**config.mk**
```make
export PLATFORM = sky130hd
export DESIGN_NAME = sal_req_dispatcher_flat
export DESIGN_NICKNAME = d
export VERILOG_FILES = /design/src/rtl/sal_req_dispatcher_if.sv /design/src/rtl/sal_req_dispatcher.sv /design/src/flat_wrapper.sv
export SDC_FILE = /design/constraint.sdc
export NUM_CORES = 1
export LEC_CHECK = 0
export CORE_MARGIN = 4
export CORE_UTILIZATION = 60
export CTS_CLUSTER_SIZE = 24
export DETAILED_ROUTE_END_ITERATION = 8
export PLACE_DENSITY = 0.86
export SLEW_MARGIN = 20
export SYNTH_ARGS = -nofsm -noshare
export SYNTH_HDL_FRONTEND = slang
export SYNTH_SLANG_ARGS = --single-unit
```
**constraint.sdc**
```tcl
create_clock -name clk -period 11.5 [get_ports clk]
set_clock_uncertainty 0.15 [all_clocks]
set_input_delay 2.875 -clock clk [delete_from_list [all_inputs] [get_ports clk]]
set_output_delay 2.875 -clock clk [all_outputs]
set_load 0.01 [all_outputs]
```
**src/rtl/sal_req_dispatcher_if.sv**
```systemverilog
`default_nettype none
// +----------------------------------------------------------------------------+
// | sal_req_dispatcher_if                                                      |
// | AXI AR/AW address channels in, per-bank request FIFO heads out.            |
// | Rev 1.0                                                                    |
// +----------------------------------------------------------------------------+
interface sal_req_dispatcher_if #(
    parameter int BK_CNT     = 4,
    parameter int ADDR_WIDTH = 32,
    parameter int ID_WIDTH   = 4,
    parameter int LEN_WIDTH  = 4,
    parameter int RA_WIDTH   = 14,
    parameter int CA_WIDTH   = 10,
    parameter int FIFO_DEPTH = 4
);
    localparam int OCC_WIDTH = $clog2(FIFO_DEPTH) + 1;

    logic                           ar_valid;
    logic                           ar_ready;
    logic [ID_WIDTH-1:0]            ar_id;
    logic [ADDR_WIDTH-1:0]          ar_addr;
    logic [LEN_WIDTH-1:0]           ar_len;

    logic                           aw_valid;
    logic                           aw_ready;
    logic [ID_WIDTH-1:0]            aw_id;
    logic [ADDR_WIDTH-1:0]          aw_addr;
    logic [LEN_WIDTH-1:0]           aw_len;

    logic [BK_CNT-1:0]              bk_valid;
    logic [BK_CNT-1:0]              bk_ready;
    logic [BK_CNT*ID_WIDTH-1:0]     bk_id;
    logic [BK_CNT*RA_WIDTH-1:0]     bk_ra;
    logic [BK_CNT*CA_WIDTH-1:0]     bk_ca;
    logic [BK_CNT*LEN_WIDTH-1:0]    bk_len;
    logic [BK_CNT-1:0]              bk_wr;
    logic [BK_CNT*OCC_WIDTH-1:0]    bk_occ;

    modport master (
        output ar_valid, ar_id, ar_addr, ar_len,
        output aw_valid, aw_id, aw_addr, aw_len,
        output bk_ready,
        input  ar_ready, aw_ready,
        input  bk_valid, bk_id, bk_ra, bk_ca, bk_len, bk_wr, bk_occ
    );

    modport slave (
        input  ar_valid, ar_id, ar_addr, ar_len,
        input  aw_valid, aw_id, aw_addr, aw_len,
        input  bk_ready,
        output ar_ready, aw_ready,
        output bk_valid, bk_id, bk_ra, bk_ca, bk_len, bk_wr, bk_occ
    );
endinterface
`default_nettype wire

```
**src/rtl/sal_req_dispatcher.sv**
```systemverilog
`default_nettype none
// +----------------------------------------------------------------------------+
// | sal_req_dispatcher                                                         |
// | Round-robin AR/AW arbiter, address decode and per-bank request FIFOs.      |
// | Rev 1.0                                                                    |
// +----------------------------------------------------------------------------+
module sal_req_dispatcher #(
    parameter int BK_CNT     = 4,
    parameter int ADDR_WIDTH = 32,
    parameter int ID_WIDTH   = 4,
    parameter int LEN_WIDTH  = 4,
    parameter int RA_WIDTH   = 14,
    parameter int CA_WIDTH   = 10,
    parameter int OFS_WIDTH  = 3,
    parameter int FIFO_DEPTH = 4,
    parameter int MAP_MODE   = 0
) (
    input wire                  clk,
    input wire                  rst,
    sal_req_dispatcher_if.slave bus
);
    localparam int BA_WIDTH  = $clog2(BK_CNT);
    localparam int PTR_WIDTH = $clog2(FIFO_DEPTH);
    localparam int OCC_WIDTH = PTR_WIDTH + 1;
    localparam int DEC_TOP   = OFS_WIDTH + CA_WIDTH + BA_WIDTH + RA_WIDTH;
    localparam int LEN_LSB   = 1;
    localparam int CA_LSB    = LEN_LSB + LEN_WIDTH;
    localparam int RA_LSB    = CA_LSB + CA_WIDTH;
    localparam int ID_LSB    = RA_LSB + RA_WIDTH;
    localparam int ENT_WIDTH = ID_LSB + ID_WIDTH;
    localparam logic [OCC_WIDTH-1:0] FULL_CNT = OCC_WIDTH'(FIFO_DEPTH);

    logic [BA_WIDTH-1:0]  w_ar_ba, w_aw_ba, w_push_ba;
    logic [RA_WIDTH-1:0]  w_ar_ra, w_aw_ra;
    logic [CA_WIDTH-1:0]  w_ar_ca, w_aw_ca;
    logic [ENT_WIDTH-1:0] w_push_ent;
    logic                 w_ar_elig, w_aw_elig, w_gnt_ar, w_gnt_aw, w_push;
    logic [BK_CNT-1:0]    w_full, w_pop, w_push_bk;
    logic                 w_unused_ofs;

    logic [OCC_WIDTH-1:0] r_cnt  [BK_CNT];
    logic [PTR_WIDTH-1:0] r_wptr [BK_CNT];
    logic [PTR_WIDTH-1:0] r_rptr [BK_CNT];
    logic [ENT_WIDTH-1:0] r_mem  [BK_CNT][FIFO_DEPTH];
    logic                 r_prio_aw;

    // Row sits on top in both mappings; only bank/column order swaps.
    assign w_ar_ra = bus.ar_addr[DEC_TOP-1 -: RA_WIDTH];
    assign w_aw_ra = bus.aw_addr[DEC_TOP-1 -: RA_WIDTH];

    generate
        if (MAP_MODE == 1) begin : g_map_interleave
            assign w_ar_ba = bus.ar_addr[OFS_WIDTH +: BA_WIDTH];
            assign w_ar_ca = bus.ar_addr[OFS_WIDTH+BA_WIDTH +: CA_WIDTH];
            assign w_aw_ba = bus.aw_addr[OFS_WIDTH +: BA_WIDTH];
            assign w_aw_ca = bus.aw_addr[OFS_WIDTH+BA_WIDTH +: CA_WIDTH];
        end else begin : g_map_linear
            assign w_ar_ca = bus.ar_addr[OFS_WIDTH +: CA_WIDTH];
            assign w_ar_ba = bus.ar_addr[OFS_WIDTH+CA_WIDTH +: BA_WIDTH];
            assign w_aw_ca = bus.aw_addr[OFS_WIDTH +: CA_WIDTH];
            assign w_aw_ba = bus.aw_addr[OFS_WIDTH+CA_WIDTH +: BA_WIDTH];
        end

        if (ADDR_WIDTH > DEC_TOP) begin : g_unused_hi
            logic w_unused_hi;
            assign w_unused_hi = ^{bus.ar_addr[ADDR_WIDTH-1:DEC_TOP],
                                   bus.aw_addr[ADDR_WIDTH-1:DEC_TOP]};
        end
    endgenerate

    assign w_unused_ofs = ^{bus.ar_addr[OFS_WIDTH-1:0], bus.aw_addr[OFS_WIDTH-1:0]};

    always_comb begin
        w_full = '0;
        w_pop  = '0;
        for (int i = 0; i < BK_CNT; i++) begin
            w_full[i] = (r_cnt[i] == FULL_CNT);
            w_pop[i]  = (r_cnt[i] != '0) && bus.bk_ready[i];
        end
    end

    // Fullness uses the registered count only, so a same-cycle pop gives no credit.
    assign w_ar_elig = bus.ar_valid && !w_full[w_ar_ba];
    assign w_aw_elig = bus.aw_valid && !w_full[w_aw_ba];
    assign w_gnt_ar  = !rst && w_ar_elig && (!w_aw_elig || !r_prio_aw);
    assign w_gnt_aw  = !rst && w_aw_elig && (!w_ar_elig ||  r_prio_aw);
    assign w_push    = w_gnt_ar || w_gnt_aw;

    assign bus.ar_ready = w_gnt_ar;
    assign bus.aw_ready = w_gnt_aw;

    assign w_push_ba  = w_gnt_aw ? w_aw_ba : w_ar_ba;
    assign w_push_ent = w_gnt_aw ? {bus.aw_id, w_aw_ra, w_aw_ca, bus.aw_len, 1'b1}
                                 : {bus.ar_id, w_ar_ra, w_ar_ca, bus.ar_len, 1'b0};

    always_comb begin
        w_push_bk = '0;
        for (int i = 0; i < BK_CNT; i++) begin
            w_push_bk[i] = w_push && (w_push_ba == BA_WIDTH'(i));
        end
    end

    always_ff @(posedge clk or posedge rst) begin
        if (rst) begin
            for (int i = 0; i < BK_CNT; i++) begin
                r_cnt[i]  <= '0;
                r_wptr[i] <= '0;
                r_rptr[i] <= '0;
            end
            r_prio_aw <= 1'b0;
        end else begin
            for (int i = 0; i < BK_CNT; i++) begin
                if (w_push_bk[i]) begin
                    r_wptr[i] <= r_wptr[i] + 1'b1;
                end
                if (w_pop[i]) begin
                    r_rptr[i] <= r_rptr[i] + 1'b1;
                end
                if (w_push_bk[i] && !w_pop[i]) begin
                    r_cnt[i] <= r_cnt[i] + 1'b1;
                end else if (!w_push_bk[i] && w_pop[i]) begin
                    r_cnt[i] <= r_cnt[i] - 1'b1;
                end
            end
            if (w_ar_elig && w_aw_elig) begin
                r_prio_aw <= !r_prio_aw;
            end
        end
    end

    // Entry storage carries no reset; validity is tracked by the counters.
    always_ff @(posedge clk) begin
        if (w_push) begin
            r_mem[w_push_ba][r_wptr[w_push_ba]] <= w_push_ent;
        end
    end

    always_comb begin
        bus.bk_valid = '0;
        bus.bk_id    = '0;
        bus.bk_ra    = '0;
        bus.bk_ca    = '0;
        bus.bk_len   = '0;
        bus.bk_wr    = '0;
        bus.bk_occ   = '0;
        for (int i = 0; i < BK_CNT; i++) begin
            bus.bk_valid[i]                        = (r_cnt[i] != '0);
            bus.bk_id [i*ID_WIDTH  +: ID_WIDTH ]   = r_mem[i][r_rptr[i]][ID_LSB  +: ID_WIDTH ];
            bus.bk_ra [i*RA_WIDTH  +: RA_WIDTH ]   = r_mem[i][r_rptr[i]][RA_LSB  +: RA_WIDTH ];
            bus.bk_ca [i*CA_WIDTH  +: CA_WIDTH ]   = r_mem[i][r_rptr[i]][CA_LSB  +: CA_WIDTH ];
            bus.bk_len[i*LEN_WIDTH +: LEN_WIDTH]   = r_mem[i][r_rptr[i]][LEN_LSB +: LEN_WIDTH];
            bus.bk_wr[i]                           = r_mem[i][r_rptr[i]][0];
            bus.bk_occ[i*OCC_WIDTH +: OCC_WIDTH]   = r_cnt[i];
        end
    end
endmodule
`default_nettype wire

```
**src/flat_wrapper.sv**
```systemverilog
// flat-port wrapper written by rule: the top's interface ports become plain ports
module sal_req_dispatcher_flat 
#(
    parameter int BK_CNT     = 4,
    parameter int ADDR_WIDTH = 32,
    parameter int ID_WIDTH   = 4,
    parameter int LEN_WIDTH  = 4,
    parameter int RA_WIDTH   = 14,
    parameter int CA_WIDTH   = 10,
    parameter int OFS_WIDTH  = 3,
    parameter int FIFO_DEPTH = 4,
    parameter int MAP_MODE   = 0
)
  (clk, rst, bus_ar_valid, bus_ar_id, bus_ar_addr, bus_ar_len, bus_aw_valid, bus_aw_id, bus_aw_addr, bus_aw_len, bus_bk_ready, bus_ar_ready, bus_aw_ready, bus_bk_valid, bus_bk_id, bus_bk_ra, bus_bk_ca, bus_bk_len, bus_bk_wr, bus_bk_occ);
  sal_req_dispatcher_if #(.BK_CNT(BK_CNT), .ADDR_WIDTH(ADDR_WIDTH), .ID_WIDTH(ID_WIDTH), .LEN_WIDTH(LEN_WIDTH), .RA_WIDTH(RA_WIDTH), .CA_WIDTH(CA_WIDTH), .FIFO_DEPTH(FIFO_DEPTH)) bus_i ();
  input wire clk;
  input wire rst;
  input wire logic [$bits(bus_i.ar_valid)-1:0] bus_ar_valid;
  input wire logic [$bits(bus_i.ar_id)-1:0] bus_ar_id;
  input wire logic [$bits(bus_i.ar_addr)-1:0] bus_ar_addr;
  input wire logic [$bits(bus_i.ar_len)-1:0] bus_ar_len;
  input wire logic [$bits(bus_i.aw_valid)-1:0] bus_aw_valid;
  input wire logic [$bits(bus_i.aw_id)-1:0] bus_aw_id;
  input wire logic [$bits(bus_i.aw_addr)-1:0] bus_aw_addr;
  input wire logic [$bits(bus_i.aw_len)-1:0] bus_aw_len;
  input wire logic [$bits(bus_i.bk_ready)-1:0] bus_bk_ready;
  output wire logic [$bits(bus_i.ar_ready)-1:0] bus_ar_ready;
  output wire logic [$bits(bus_i.aw_ready)-1:0] bus_aw_ready;
  output wire logic [$bits(bus_i.bk_valid)-1:0] bus_bk_valid;
  output wire logic [$bits(bus_i.bk_id)-1:0] bus_bk_id;
  output wire logic [$bits(bus_i.bk_ra)-1:0] bus_bk_ra;
  output wire logic [$bits(bus_i.bk_ca)-1:0] bus_bk_ca;
  output wire logic [$bits(bus_i.bk_len)-1:0] bus_bk_len;
  output wire logic [$bits(bus_i.bk_wr)-1:0] bus_bk_wr;
  output wire logic [$bits(bus_i.bk_occ)-1:0] bus_bk_occ;
  assign bus_i.ar_valid = bus_ar_valid;
  assign bus_i.ar_id = bus_ar_id;
  assign bus_i.ar_addr = bus_ar_addr;
  assign bus_i.ar_len = bus_ar_len;
  assign bus_i.aw_valid = bus_aw_valid;
  assign bus_i.aw_id = bus_aw_id;
  assign bus_i.aw_addr = bus_aw_addr;
  assign bus_i.aw_len = bus_aw_len;
  assign bus_i.bk_ready = bus_bk_ready;
  assign bus_ar_ready = bus_i.ar_ready;
  assign bus_aw_ready = bus_i.aw_ready;
  assign bus_bk_valid = bus_i.bk_valid;
  assign bus_bk_id = bus_i.bk_id;
  assign bus_bk_ra = bus_i.bk_ra;
  assign bus_bk_ca = bus_i.bk_ca;
  assign bus_bk_len = bus_i.bk_len;
  assign bus_bk_wr = bus_i.bk_wr;
  assign bus_bk_occ = bus_i.bk_occ;
  sal_req_dispatcher #(.BK_CNT(BK_CNT), .ADDR_WIDTH(ADDR_WIDTH), .ID_WIDTH(ID_WIDTH), .LEN_WIDTH(LEN_WIDTH), .RA_WIDTH(RA_WIDTH), .CA_WIDTH(CA_WIDTH), .OFS_WIDTH(OFS_WIDTH), .FIFO_DEPTH(FIFO_DEPTH), .MAP_MODE(MAP_MODE)) u_core (.clk(clk), .rst(rst), .bus(bus_i));
endmodule
```
======== Yosys cells after proc, flatten, opt, wreduce, memory -nomap -nowiden ========
Memory sizes are Yosys's and may differ from the RTL's.
Index checks and enable logic that the tools add are counted.
Widths: inputs -> output; s select.
storage, ports and cells
  register bits after elaboration ......... 29
  RAM bits ................................ 528
  input port bits ......................... 88
  output and inout port bits .............. 150
  word-level logic and storage cells ...... 135
  memories kept ........................... 1
memories
  name          depth  bits a word  read ports  clocked after memory_dff  write ports  RTL line                  source
  u_core.r_mem  4      132          4           0                         1            sal_req_dispatcher.sv:44  logic [ENT_WIDTH-1:0] r_mem [BK_CNT][FIFO_DEPTH];
cells by class
  add/sub/neg operators ................... 16
  $lt $le $gt $ge ......................... 9
  eq/ne operators ......................... 7
  multiplexer cells ....................... 33
  bitwise gates (word level) .............. 6
  reductions and logical operators ........ 50
operators by type and width
  kind                 count
  $mux 33              10
  $bmux 33 s2          4
  $mux 132             1
  $demux 33 s2         1
  $logic_and 1x1->1    24
  $mux 3               8
  $ge 3x3->1 const B   6
  $not 2->3            6
  $add 2x1->2 const B  8
  $logic_not 1->1      14
  $add 3x1->3 const B  4
  $eq 3x3->1 const B   4
  $reduce_bool 3->1    4
  $sub 3x1->3 const B  4
  $reduce_bool 2->1    4
  $lt 2x3->1 const B   2
  $mux 2               3
  $bmux 1 s2           2
  $bmux 2 s2           1
  $eq 2x2->1 const B   2
  $logic_or 1x1->1     3
  $lt 3x1->1 const B   1
  $mux 1               3
  $eq 2x1->1 const B   1
  $logic_not 2->1      1

======== Longest topological paths before layout ========
  depth after elaboration ................. 19
  mapped depth ............................ 12
  mapped depth without buffers ............ 11

======== Worst setup path after synthesis ========
No wires, ideal clock.
  kind .................................... input-to-reg
  from .................................... input rst
  to ...................................... memory u_core.r_mem[3][0] in the netlist's numbering (enable)
  library setup time ...................... 0.473 ns
  arrival ................................. 6.900 ns
  data required time ...................... 10.877 ns
  slack ................................... 3.977 ns
  cell stages on the path ................. 7
  buffers on the path ..................... 1
  cells stage by stage .................... inv_1 -> nand2_1 -> a21oi_4 -> nand2_2 -> buf_4 -> mux2i_1 -> a211oi_1
between the ends
  word-level cells in the longest chain between the ends .. 14
ends and longest elaborated chain
  element                                                                RTL line                                            source
  start: declaration                                                     flat_wrapper.sv:17                                  input wire rst;
  $logic_not 1->1 (*)                                                    sal_req_dispatcher.sv:85, sal_req_dispatcher.sv:86
  $logic_and 1x1->1 (2 in series)                                        sal_req_dispatcher.sv:86                            assign w_gnt_aw = !rst && w_aw_elig && (!w_ar_elig || r_prio_aw);
  $mux 2                                                                 sal_req_dispatcher.sv:92                            assign w_push_ba = w_gnt_aw ? w_aw_ba : w_ar_ba;
  $not 2->3 (not written as such)                                        sal_req_dispatcher.sv:134                           r_mem[w_push_ba][r_wptr[w_push_ba]] <= w_push_ent;
  $bmux 2 s2                                                             sal_req_dispatcher.sv:134
  $mux 2 (not written as such) (2 in series)                             sal_req_dispatcher.sv:134
  $not 2->3 (not written as such)                                        sal_req_dispatcher.sv:134
  $ge 3x3->1 (not written as such) / $lt 3x1->1 (equally long branches)  sal_req_dispatcher.sv:134
  $logic_and 1x1->1 (not written as such)                                sal_req_dispatcher.sv:134
  $mux 33 (not written as such)                                          sal_req_dispatcher.sv:134
  $demux 33 s2                                                           sal_req_dispatcher.sv:134
  $mux 132 (not written as such)                                         sal_req_dispatcher.sv:134
  end: declaration                                                       sal_req_dispatcher.sv:44
Mark *: on every way between the ends. The rest lies on a longest branch, timed or not. The select of a mux whose other input is x is not followed.

======== Worst setup path in the final report ========
  from .................................... input bus_ar_addr[13]
  to ...................................... output bus_ar_ready
between the ends
  word-level cells in the longest chain between the ends .. 6
ends and longest elaborated chain
  element                          RTL line                  source
  start: declaration               flat_wrapper.sv:20        input wire logic [$bits(bus_i.ar_addr)-1:0] bus_ar_addr;
  $bmux 1 s2                       sal_req_dispatcher.sv:83  assign w_ar_elig = bus.ar_valid && !w_full[w_ar_ba];
  $mux 1 (not written as such)     sal_req_dispatcher.sv:83
  $logic_not 1->1                  sal_req_dispatcher.sv:83
  $logic_and 1x1->1                sal_req_dispatcher.sv:83
  $logic_and 1x1->1 (2 in series)  sal_req_dispatcher.sv:85  assign w_gnt_ar = !rst && w_ar_elig && (!w_aw_elig || !r_prio_aw);
  end: declaration                 flat_wrapper.sv:27        output wire logic [$bits(bus_i.ar_ready)-1:0] bus_ar_ready;
No other way between the ends. The select of a mux whose other input is x is not followed.

==> summary.md <==
| Metric | Value |
|---|---|
| Leakage | 8.579 nW |
| Chip height | between 150 and 200 um |
| CTS tree | built |
| Unrepaired setup endpoints after global routing | no |
| Root Driver | clkbuf_16 |
| Yosys Warn Count | 0 |
| Core Rows | 68 |
| CP max-delay cell | clkdlybuf4s50_1 |
| Sum Neg Setup Slack | 0 ps |
| NumNets Final | 1339 |
| Gates resized, CTS repair | 0 |
| Routing usage on met2 | between 40% and 50% |
| Req. time, crit path | 8480 ps |
| Crit path kind | input port to primary output |
| Int Power | about 4.5 mW |
| First-pass GRT wire length | 76.31 mm |
| Die area | between 30000 and 40000 um^2 |
| Drc violations | 0 |
| Achievable Freq | 120.0 MHz |
| Top Usage Layer GRT | met2 |
| Global routing usage on met3 | roughly 4.3% |
| Layout cell share with drive strength beyond 1 | 21.79% |
| Crit-path max FO | 11 |
| Hold Crit Class | flip-flop to flip-flop |
| GP Congestion | roughly 0.84 |
| Worst Path Arrival | 5310 ps |
| Sequential area share after synthesis | 77.53% |
| Area delta synth->final | 21.55% |
| EDFF count, synth | ~530 |
| Psw | 1.807 mW |
| Syn Area/Cell | 21.65 um^2 |
| Clock network fraction of total power | 27.7% |
| Worst-path cell chain | clkdlybuf4s50_1 > and4bb_4 > o2111ai_1 > nand2_2 > or3_4 > inv_1 > clkdlybuf4s50_1 |
| Antenna-violating nets left | 0 |
| Comb pwr share | 30.1% |
| Min cycle time layout | 8335 ps |
| Ant diodes | 0 |
| Pre-antenna DRT Iters | 5 |
| Final worst-path cycle share | between 70 and 80% |
| Synthesized flop and latch total | between 500 and 600 |
| Post-synth cell types | 58 |
| Max capacitance violation total | 0 |
| Global Route Usage Sum | 26.78% |
| P per Cell Area | 240.9 nW/um^2 |
| Startpoint Class | input port |
| Global route overflow | 0 |
| Insertion delay to the later sink of the worst-skew pair | 550 ps |
| Worst Path Buf+Inv | 3 |
| Maximum number of pins on one net before global-route repair | 50 |
| Vias per cell | about 6.4 |
| Worst vdd ir | approximately 180 uV |
| Initial DRC count | 1446 |
| Design area | 26000 um^2 |
| Post-synth ARST share | 5.206% |
| Vias in the first global route | between 10000 and 15000 |
| DP Wirelength | 28.26 mm |
| I/O pin cnt | approximately 240 |
| Worst Tran Pin Value | 1077 ps |
| Initial core utilization | 61.31% |
| Endpoint type of the worst setup path | primary output |
| Routed WL per cell | 29.38 um |
| Cts hold-fix bufs | 0 |
| Input/output buffers | roughly 230 |
| Met1 usage | between 30% and 40% |
| CTS max path bufs | 3 |
| CTS Buf Count | roughly 50 |
| Dpl cell area | 24270 um^2 |
| Delay of the slowest critical-path stage | 630 ps |
| Status | complete, no violations |
| Die Span X | 196.8 um |
| Sinks on Clock Net | 557 |
| Post-Syn Area | ~21000 um^2 |
| Sequential power share | 42.2% |
| Post-CTS Setup Repair Bufs | 0 |
| Antenna violations before repair | 0 |
| Fill cells | 1888 |
| Syn nets | 1084 |
| Top FF cell, synth | edfxtp_1 |
| Mapped Cells | 988 |
| Final setup viols | 0 |
| Final Hold Viols | 0 |
| Number of H-tree levels | 2 |
| Clock transition at path regs | 60 ps |
| Routed wire length | 51.12 mm |
| Final Slew Violations | 0 |
| Sw Share | 28.86% |
| Top delay family on crit path | buffers and inverters |
| Via count | 11122 |
| Core area | 34880 um^2 |
| Slew headroom | 28.20% |
| Most used cell, CP | clkdlybuf4s50_1 |
==> logic make-up after synthesis <==
logic type	after synthesis	synth area share (%)
adder cells (fa/ha/maj)	8	0.6085
buffers and inverters	55	1.182
XOR/XNOR	25	1.024
flip-flops	557	77.53
multiplexers	144	14.64
AND/OR/NAND/NOR	167	3.750
AO/OA/AOI/OAI	32	1.264
==> metal layers <==
metal	up-vias	routed length, um	share of wire, %
met1	5767	18780	37
met2	720	26400	52
met5	-	0	0
li1	4541	-	-
met3	94	4690	9.2
met4	0	1248	2.4
==> power by group through the flow <==
stage | Combinational, mW | Sequential, mW | Clock, mW
2_1_floorplan | 1.09 | 2.53 | 0
3_3_place_gp | 1.86 | 2.66 | 0
3_5_place_dp | 1.89 | 2.68 | 0
4_1_cts | 1.91 | 2.64 | 1.75
5_1_grt | 1.99 | 2.66 | 1.84
6_report | 1.88 | 2.65 | 1.73
==> worst reg2reg max path: cells and delay by family (launching register included) <==
| kind | cells | cell delay [ps] |
|---|---|---|
| AND/OR/NAND/NOR | 3 | 670 |
| buffers and inverters | 2 | 1030 |
| flip-flops | 1 | 480 |
| multiplexers | 1 | 430 |
| AO/OA/AOI/OAI | 2 | 1270 |
==> stage by stage <==
step	setup WS (ps)	std cells	util (%)	hold slack [ps]	total power [mW]
after global placement	2916	1644	69.50	316.7	4.519
after CTS	3187	1740	74.52	347.6	6.296
after detailed placement	3208	1645	69.58	329.8	4.566
after global routing	3015	1740	74.52	374.6	6.495
after floorplan	3977	988	-	316.8	3.618
final	3165	1740	74.52	350.0	6.262
==> flip-flops by register name (all words and copies together), names as in the netlist <==
name / flops
u_core.r_prio_aw: 1
u_core.bus.bk_occ: 12
u_core.r_mem: 528
u_core.r_wptr: 8
u_core.r_rptr: 8
==> final cells by class <==
cell class                 count  area [um^2]  share of cell area, %
clock buffer                  74         1485                  5.713
tap                          455        569.3                  2.190
inverter                      12        45.04                 0.1733
multi-input combinational    376         4643                  17.86
timing repair buffer         245         2422                  9.318
sequential                   557        16590                  63.82
clock inverter                21        240.2                 0.9241
==> layout by cell type, fill, tap and decap left out, types with 10 or more instances in the layout <==
cell | Yosys | final
buf_4 | 2 | 19
clkbuf_1 | 17 | 13
clkbuf_16 | 0 | 53
clkdlybuf4s50_1 | 0 | 225
dfrtp_1 | 29 | 21
edfxtp_1 | 528 | 528
inv_1 | 11 | 10
mux4_2 | 133 | 133
nand2_1 | 106 | 106
nor2_1 | 15 | 13
xnor2_1 | 13 | 13
xor2_1 | 12 | 12
==> synth_stat cells (all sizes together), types with 5 or more instances <==
library cell	count	share of area (%)
nor4b	6	0.30
clkbuf	17	0.30
xnor2	13	0.53
dfrtp	29	3.4
a21oi	6	0.21
xor2	12	0.49
nor3	7	0.21
inv	11	0.19
a211oi	5	0.22
buf	26	0.67
mux4	134	14
o21ai	5	0.12
mux2	6	0.33
nand2	108	1.9
or3	5	0.18
nand3	6	0.14
edfxtp	528	74
nor2	15	0.26
==> path summary, 6_finish.rpt <==
path                                 startpoint              endpoint  slack, ps  depth (start not counted)
setup / recovery                bus_ar_addr[13]          bus_ar_ready       3160                          7
hold / removal                 u_core.r_rptr[0]      u_core.r_rptr[0]        350                          1
setup reg to reg           u_core.bus.bk_occ[4]   u_core.r_mem[3][25]       7140                          8
hold reg to reg                u_core.r_rptr[0]      u_core.r_rptr[0]        350                          1
max in group asynchronous                   rst      u_core.r_rptr[4]       7990                          2
min in group asynchronous                   rst  u_core.bus.bk_occ[8]       2740                          2
Note: power is estimated with default switching activity, not from simulation.
